### src/rtl/multicycle_control_fsm.sv
// multicycle_control_fsm
//   Control sequencer for a multi-cycle CPU datapath. It steps one shared ALU,
//   register file and memory port through FETCH / DECODE / EXECUTE / MEMORY /
//   WRITEBACK. It also decodes the ALU operation, runs the memory ready
//   handshake, traps on illegal instructions or memory timeouts, and counts
//   retired instructions.
//
// Parameters
//   TIMEOUT     cycles a memory request may wait for mem_ready (1..255)
//   CNT_W       width of the retired-instruction counter
//
// Ports
//   clk         system clock, rising edge
//   reset       asynchronous, active-high reset
//   Op          opcode from the instruction register
//   funct3      instruction funct3
//   funct7      instruction funct7
//   mem_ready   memory accepts/completes the current request this cycle
//   mem_req     memory request valid
//   mem_we      write request (qualified by mem_req)
//   AdrSrc      memory address: 0 = PC, 1 = ALU result register
//   IRWrite     load instruction register
//   PCWrite     load PC with ALU result (PC+4)
//   RegWrite    register file write enable
//   ResultSrc   writeback source: 0 = ALU result, 1 = memory data
//   ALUSrcA     ALU A: 00 = PC, 01 = rs1
//   ALUSrcB     ALU B: 00 = rs2, 01 = constant 4, 10 = immediate
//   ALU_control ALU operation code
//   halted      controller is parked in TRAP
//   trap_cause  00 none, 01 illegal instruction, 10 memory timeout
//   retired     saturating count of retired instructions
module multicycle_control_fsm #(
    parameter int unsigned TIMEOUT = 255,
    parameter int unsigned CNT_W   = 32
) (
    input  logic             clk,
    input  logic             reset,
    input  logic [6:0]       Op,
    input  logic [2:0]       funct3,
    input  logic [6:0]       funct7,
    input  logic             mem_ready,
    output logic             mem_req,
    output logic             mem_we,
    output logic             AdrSrc,
    output logic             IRWrite,
    output logic             PCWrite,
    output logic             RegWrite,
    output logic             ResultSrc,
    output logic [1:0]       ALUSrcA,
    output logic [1:0]       ALUSrcB,
    output logic [3:0]       ALU_control,
    output logic             halted,
    output logic [1:0]       trap_cause,
    output logic [CNT_W-1:0] retired
);

    typedef enum logic [3:0] {
        S_IDLE,
        S_FETCH,
        S_DECODE,
        S_EXEC_R,
        S_EXEC_I,
        S_MEM_ADDR,
        S_MEM_RD,
        S_MEM_WR,
        S_WB_ALU,
        S_WB_MEM,
        S_TRAP
    } state_t;

    localparam logic [6:0] OP_R     = 7'b0110011;
    localparam logic [6:0] OP_I     = 7'b0010011;
    localparam logic [6:0] OP_LOAD  = 7'b0000011;
    localparam logic [6:0] OP_STORE = 7'b0100011;

    localparam logic [3:0] ALU_ADD  = 4'b0000;
    localparam logic [3:0] ALU_SUB  = 4'b0001;
    localparam logic [3:0] ALU_AND  = 4'b0010;
    localparam logic [3:0] ALU_OR   = 4'b0011;
    localparam logic [3:0] ALU_XOR  = 4'b0100;
    localparam logic [3:0] ALU_SLL  = 4'b0101;
    localparam logic [3:0] ALU_SRL  = 4'b0110;
    localparam logic [3:0] ALU_SRA  = 4'b0111;
    localparam logic [3:0] ALU_SLT  = 4'b1000;
    localparam logic [3:0] ALU_SLTU = 4'b1001;

    localparam logic [1:0] CAUSE_ILLEGAL = 2'b01;
    localparam logic [1:0] CAUSE_TIMEOUT = 2'b10;

    // The wait counter holds the number of cycles already spent waiting, so
    // the request traps when it has waited TIMEOUT-1 cycles and is still not
    // ready in the current one.
    localparam logic [7:0] WAIT_LIMIT = 8'(TIMEOUT - 1);

    state_t     state;
    state_t     state_next;
    logic [7:0] wait_cnt;
    logic [7:0] wait_next;
    logic [1:0] cause_next;
    logic       retire;
    logic [4:0] dec;  // {legal, alu code}

    // R-type and I-type share the funct3 map; they differ in how strictly
    // funct7 is checked (I-type ignores it except for the shift encodings).
    function automatic logic [4:0] alu_decode(input logic [2:0] f3,
                                              input logic [6:0] f7,
                                              input logic       is_r);
        logic       legal;
        logic [3:0] ctl;
        logic       f7_zero;
        logic       f7_alt;
        f7_zero = (f7 == 7'b0000000);
        f7_alt  = (f7 == 7'b0100000);
        legal   = 1'b1;
        ctl     = ALU_ADD;
        case (f3)
            3'b000: begin
                if (is_r) begin
                    ctl   = f7_alt ? ALU_SUB : ALU_ADD;
                    legal = f7_zero || f7_alt;
                end
            end
            3'b001: begin
                ctl   = ALU_SLL;
                legal = f7_zero;
            end
            3'b010: begin
                ctl   = ALU_SLT;
                legal = !is_r || f7_zero;
            end
            3'b011: begin
                ctl   = ALU_SLTU;
                legal = !is_r || f7_zero;
            end
            3'b100: begin
                ctl   = ALU_XOR;
                legal = !is_r || f7_zero;
            end
            3'b101: begin
                ctl   = f7_alt ? ALU_SRA : ALU_SRL;
                legal = f7_zero || f7_alt;
            end
            3'b110: begin
                ctl   = ALU_OR;
                legal = !is_r || f7_zero;
            end
            3'b111: begin
                ctl   = ALU_AND;
                legal = !is_r || f7_zero;
            end
        endcase
        return {legal, ctl};
    endfunction

    assign dec = alu_decode(funct3, funct7, state == S_EXEC_R);

    always_ff @(posedge clk or posedge reset) begin
        if (reset) begin
            state      <= S_IDLE;
            wait_cnt   <= '0;
            trap_cause <= '0;
            retired    <= '0;
        end else begin
            state      <= state_next;
            wait_cnt   <= wait_next;
            trap_cause <= cause_next;
            if (retire && (retired != '1)) begin
                retired <= retired + 1'b1;
            end
        end
    end

    always_comb begin
        state_next  = state;
        wait_next   = '0;   // clears on entry to a request state and on handshake
        cause_next  = trap_cause;
        retire      = 1'b0;
        mem_req     = 1'b0;
        mem_we      = 1'b0;
        AdrSrc      = 1'b0;
        IRWrite     = 1'b0;
        PCWrite     = 1'b0;
        RegWrite    = 1'b0;
        ResultSrc   = 1'b0;
        ALUSrcA     = 2'b00;
        ALUSrcB     = 2'b00;
        ALU_control = ALU_ADD;
        halted      = 1'b0;

        case (state)
            S_IDLE: begin
                state_next = S_FETCH;
            end

            S_FETCH: begin
                mem_req = 1'b1;
                ALUSrcB = 2'b01;
                if (mem_ready) begin
                    IRWrite    = 1'b1;
                    PCWrite    = 1'b1;
                    state_next = S_DECODE;
                end else if (wait_cnt == WAIT_LIMIT) begin
                    state_next = S_TRAP;
                    cause_next = CAUSE_TIMEOUT;
                end else begin
                    wait_next = wait_cnt + 8'd1;
                end
            end

            S_DECODE: begin
                case (Op)
                    OP_R:              state_next = S_EXEC_R;
                    OP_I:              state_next = S_EXEC_I;
                    OP_LOAD, OP_STORE: state_next = S_MEM_ADDR;
                    default: begin
                        state_next = S_TRAP;
                        cause_next = CAUSE_ILLEGAL;
                    end
                endcase
            end

            S_EXEC_R, S_EXEC_I: begin
                ALUSrcA     = 2'b01;
                ALUSrcB     = (state == S_EXEC_R) ? 2'b00 : 2'b10;
                ALU_control = dec[3:0];
                if (dec[4]) begin
                    state_next = S_WB_ALU;
                end else begin
                    state_next = S_TRAP;
                    cause_next = CAUSE_ILLEGAL;
                end
            end

            S_MEM_ADDR: begin
                ALUSrcA = 2'b01;
                ALUSrcB = 2'b10;
                if (Op == OP_LOAD) begin
                    state_next = S_MEM_RD;
                end else if (Op == OP_STORE) begin
                    state_next = S_MEM_WR;
                end else begin
                    // Op changed under us; treat as an illegal instruction.
                    state_next = S_TRAP;
                    cause_next = CAUSE_ILLEGAL;
                end
            end

            S_MEM_RD, S_MEM_WR: begin
                mem_req = 1'b1;
                mem_we  = (state == S_MEM_WR);
                AdrSrc  = 1'b1;
                if (mem_ready) begin
                    if (state == S_MEM_WR) begin
                        retire     = 1'b1;
                        state_next = S_FETCH;
                    end else begin
                        state_next = S_WB_MEM;
                    end
                end else if (wait_cnt == WAIT_LIMIT) begin
                    state_next = S_TRAP;
                    cause_next = CAUSE_TIMEOUT;
                end else begin
                    wait_next = wait_cnt + 8'd1;
                end
            end

            S_WB_ALU: begin
                RegWrite   = 1'b1;
                retire     = 1'b1;
                state_next = S_FETCH;
            end

            S_WB_MEM: begin
                RegWrite   = 1'b1;
                ResultSrc  = 1'b1;
                retire     = 1'b1;
                state_next = S_FETCH;
            end

            S_TRAP: begin
                halted = 1'b1;
            end

            default: begin
                state_next = S_IDLE;
            end
        endcase
    end

endmodule
### config.mk
export PLATFORM = sky130hd
export DESIGN_NAME = multicycle_control_fsm
export DESIGN_NICKNAME = d
export VERILOG_FILES = /design/src/rtl/multicycle_control_fsm.sv
export SDC_FILE = /design/constraint.sdc
export NUM_CORES = 1
export LEC_CHECK = 0
export BUFFER_PORTS_ARGS = -buffer_cell sky130_fd_sc_hd__buf_2
export CAP_MARGIN = 30
export CORE_MARGIN = 2
export CORE_UTILIZATION = 43
export DETAILED_ROUTE_END_ITERATION = 12
export GPL_ROUTABILITY_DRIVEN = 0
export HOLD_SLACK_MARGIN = 0.02
export PLACE_DENSITY = 0.7
export SETUP_SLACK_MARGIN = 0.5
export SLEW_MARGIN = 30
export SYNTH_ARGS = -nofsm -noshare
export SYNTH_HDL_FRONTEND = slang
export SYNTH_SLANG_ARGS = --single-unit
### constraint.sdc
create_clock -name clk -period 2.4 [get_ports clk]
set_clock_uncertainty 0.2 [all_clocks]
set_input_delay 0.36 -clock clk [delete_from_list [all_inputs] [get_ports clk]]
set_output_delay 0.36 -clock clk [all_outputs]
set_load 0.01 [all_outputs]
==> results.toml <==
[run_status]
status = "finished, final reports clean"

[layout]
final_cell_area_mm2 = 0.003889
syn2layout_area_growth_pct = 50.44
layout_commonest_cell = "buf_2"
antenna_cells = 0
fin_util_pct = 66.47
multiInputGateArea_mm2 = 0.001587
final_cell_mix = "63 x buf_2, 44 x dfrtp_1, 42 x buf_4, 23 x nor2_1, 23 x buf_6"
drive_gt1_share_pct = 48.12
fill_cells = 440
nets = 421
seq_area_mm2 = 0.001154

[clocking]
insertion_delay_ns = 0.29
cts_num_sinks = 46
cts_buffers = 5
clock_path_buffers = 2
cts_tree = "done"
htreeDepth = 2
clk_pin_slew_ns = 0.09
cts-root-buf = "clkbuf_8"

[grt]
grtUsageMet2_pct = 36.56
grt_usage_pct = 21.20
antenna_found_initial = 0
grtUsageMet3_pct = 4.066
grt.overflow.total = 0
top_usage_layer = "met2"
grt_max_degree = 18
grt_pass1_wl_um = 10960
first_global_vias = 2387
met1_usage_pct = 26.36

[floorplan]
start_util_pct = 44.18
num_io_pins = 70
die_w_um = 81.54
die_y_um = 81.54
core_area_mm2 = 0.005851
rows = 28
dieArea_mm2 = 0.006648

[critical_path]
crit_chain = "ha_2 -> nand4_1 -> or4_4 -> o31a_4 -> buf_4 -> xor2_1"
cp.required_ns = 2.39
slowest_delay_ns = 0.58
setup.worst_path.start_class = "flip-flop"
critPathSlowestCell = "or4_4"
critPathArrivalTime_ns = 2.24
end_kind = "flip-flop"
crit_buf_inv = 1
path_max_fanout = 5
crit_type = "reg2reg"
crit_family = "simple AND/OR/NAND/NOR gates"
crit_start = "retired[0]"
r2r-start = "retired[0]"

[synth]
synth-xor-area-share_pct = 12.88
synthSimpleGateAreaFrac_pct = 26.09
synth_top_family_by_area = "simple AND/OR/NAND/NOR gates"
async_flop_share_pct = 100.0
seq_area_frac_synth_pct = 44.53
ys.flop_type = "dfrtp_1"
synth_cells = 270
synth_edf_count = 0
synthAdderAreaFrac_pct = 1.452
synth_seq_cells = 46
synth.area.top_cells = "dfrtp_1 45%, xor2_1 7.5%, xnor2_1 5.4%"
synth_compound_area_share_pct = 9.487
synth.area.mux_share_pct = 1.646
syn_area_mm2 = 0.002585
synth_warnings = 0
synth_largest_area_cell = "dfrtp_1"
ys_types = 51
avgSynthCellArea_um2 = 9.574
synth.net_count = 293
yosysTopAreaCellShare_pct = 44.53

[worst_hold_path]
min_path_type = "in2reg"
hold_start = "Op[6]"

[timing]
min_period_ns = 2.252
worstMarginPinSlew_ns = 0.5763
rsz0062_at_grt = "true"
setup_viol = 0
period_share_pct = 93.82
clock.fmax_mhz = 444.1
maxSlewViolCount = 0
tns_ns = 0
slew_headroom_pct = 61.28
hold_violations = 0

[routing]
via_per_inst = 5.498
drc = 0
first_pass_iters = 4
wl_um = 7708
drt_iter0_drc = 87
ant_nets = 0
num_vias = 2606
wl_per_cell_um = 16.26

[placement]
placed_area_mm2 = 0.003068
hpwlAfterDp_um = 4322
portBuffers = 68

[pwr]
max-vdd-ir-drop_mv = 0.5309
p_per_area_mw_per_mm2 = 829.1
p_leak_uw = 0.001950

[flow_run]
cap_violations = 0
## state kept, by name, summed over array words and instances (netlist names)
signal / flops
retired: 32
state: 4
trap_cause: 2
wait_cnt: 8
## cells by family after synthesis
group           Yosys count
compound gates           31
fa+ha+maj                 3
other cells               1
mux                       4
flops                    46
buf+inv                  21
simple gates            126
xor+xnor                 38
## tightest hold or removal path, cell delays in order
cell,delay (ns)
buf_2,0.11
or4_4,0.15
o22ai_1,0.07
## where the power goes
part | switching (µW) | internal [µW] | total [µW]
combinational | 798 | 968 | 1770
clock | 254 | 233 | 486
sequential | 102 | 869 | 972
total | 1150 | 2070 | 3220
## per-layer routing
| metal | vias to the layer above | wire length (µm) |
|---|---|---|
| li1 | 1219 | - |
| met1 | 1267 | 3121 |
| met2 | 101 | 3940 |
| met3 | 19 | 500 |
| met4 | 0 | 145 |
| met5 | - | 0 |
## final timing paths
path / slack (ns) / end / cells past startpoint
max in group asynchronous: 1.05 / retired[24] / 4
min in group asynchronous: 0.39 / retired[5] / 3
max: 0.15 / retired[0] / 6
min: 0.24 / state[2] / 3
max reg2reg: 0.15 / retired[0] / 6
min reg2reg: 0.29 / retired[29] / 1
## per-stage QoR
step / setup slack [ns] / power [µW] / cells / hold WS [ns]
global route: 0.07314 / 3391 / 474 / 0.2267
CTS: 0.1473 / 2772 / 455 / 0.2025
detailed placement: 0.05157 / 1817 / 414 / 0.1604
floorplan: 0.02726 / 1560 / 270 / 0.2933
global placement: 0.1185 / 1803 / 414 / 0.1552
finish: 0.1484 / 3224 / 474 / 0.2437
## area by class of cell
type / instances / share of cell area (%)
multi-input combinational: 204 / 40.80
sequential: 46 / 29.67
inverter: 11 / 1.255
timing repair buffer: 130 / 23.52
clock buffer: 7 / 2.220
tap: 75 / 2.413
clock inverter: 1 / 0.1287
## synth_stat cells, types with 2 or more instances
cell type / n
xnor2_1: 16
o21ai_0: 7
o211a_1: 2
a22oi_1: 2
mux2_2: 2
nor4_1: 5
clkbuf_1: 3
nor3_1: 10
nand4_1: 18
nand3b_1: 2
o22ai_1: 2
inv_1: 11
nand2_1: 18
nor2b_1: 3
mux2i_1: 2
nor2_1: 28
dfrtp_1: 46
nand3_1: 13
a21oi_1: 4
and2_1: 4
and3_1: 8
o211ai_1: 2
buf_4: 2
nand2b_1: 3
a32o_1: 2
or4_1: 2
ha_1: 3
xor2_1: 22
and4_1: 4
buf_2: 3
## timing repair
action                     4_1_cts  5_1_grt
setup endpoints to repair       48       61
hold buffers                     1        0
hold endpoints to repair        15        0
gates resized for setup         42       37
gates cloned                     1        0
pin swaps                       21       15
setup buffers                   31       19
Note: power is estimated with default switching activity, not from simulation.
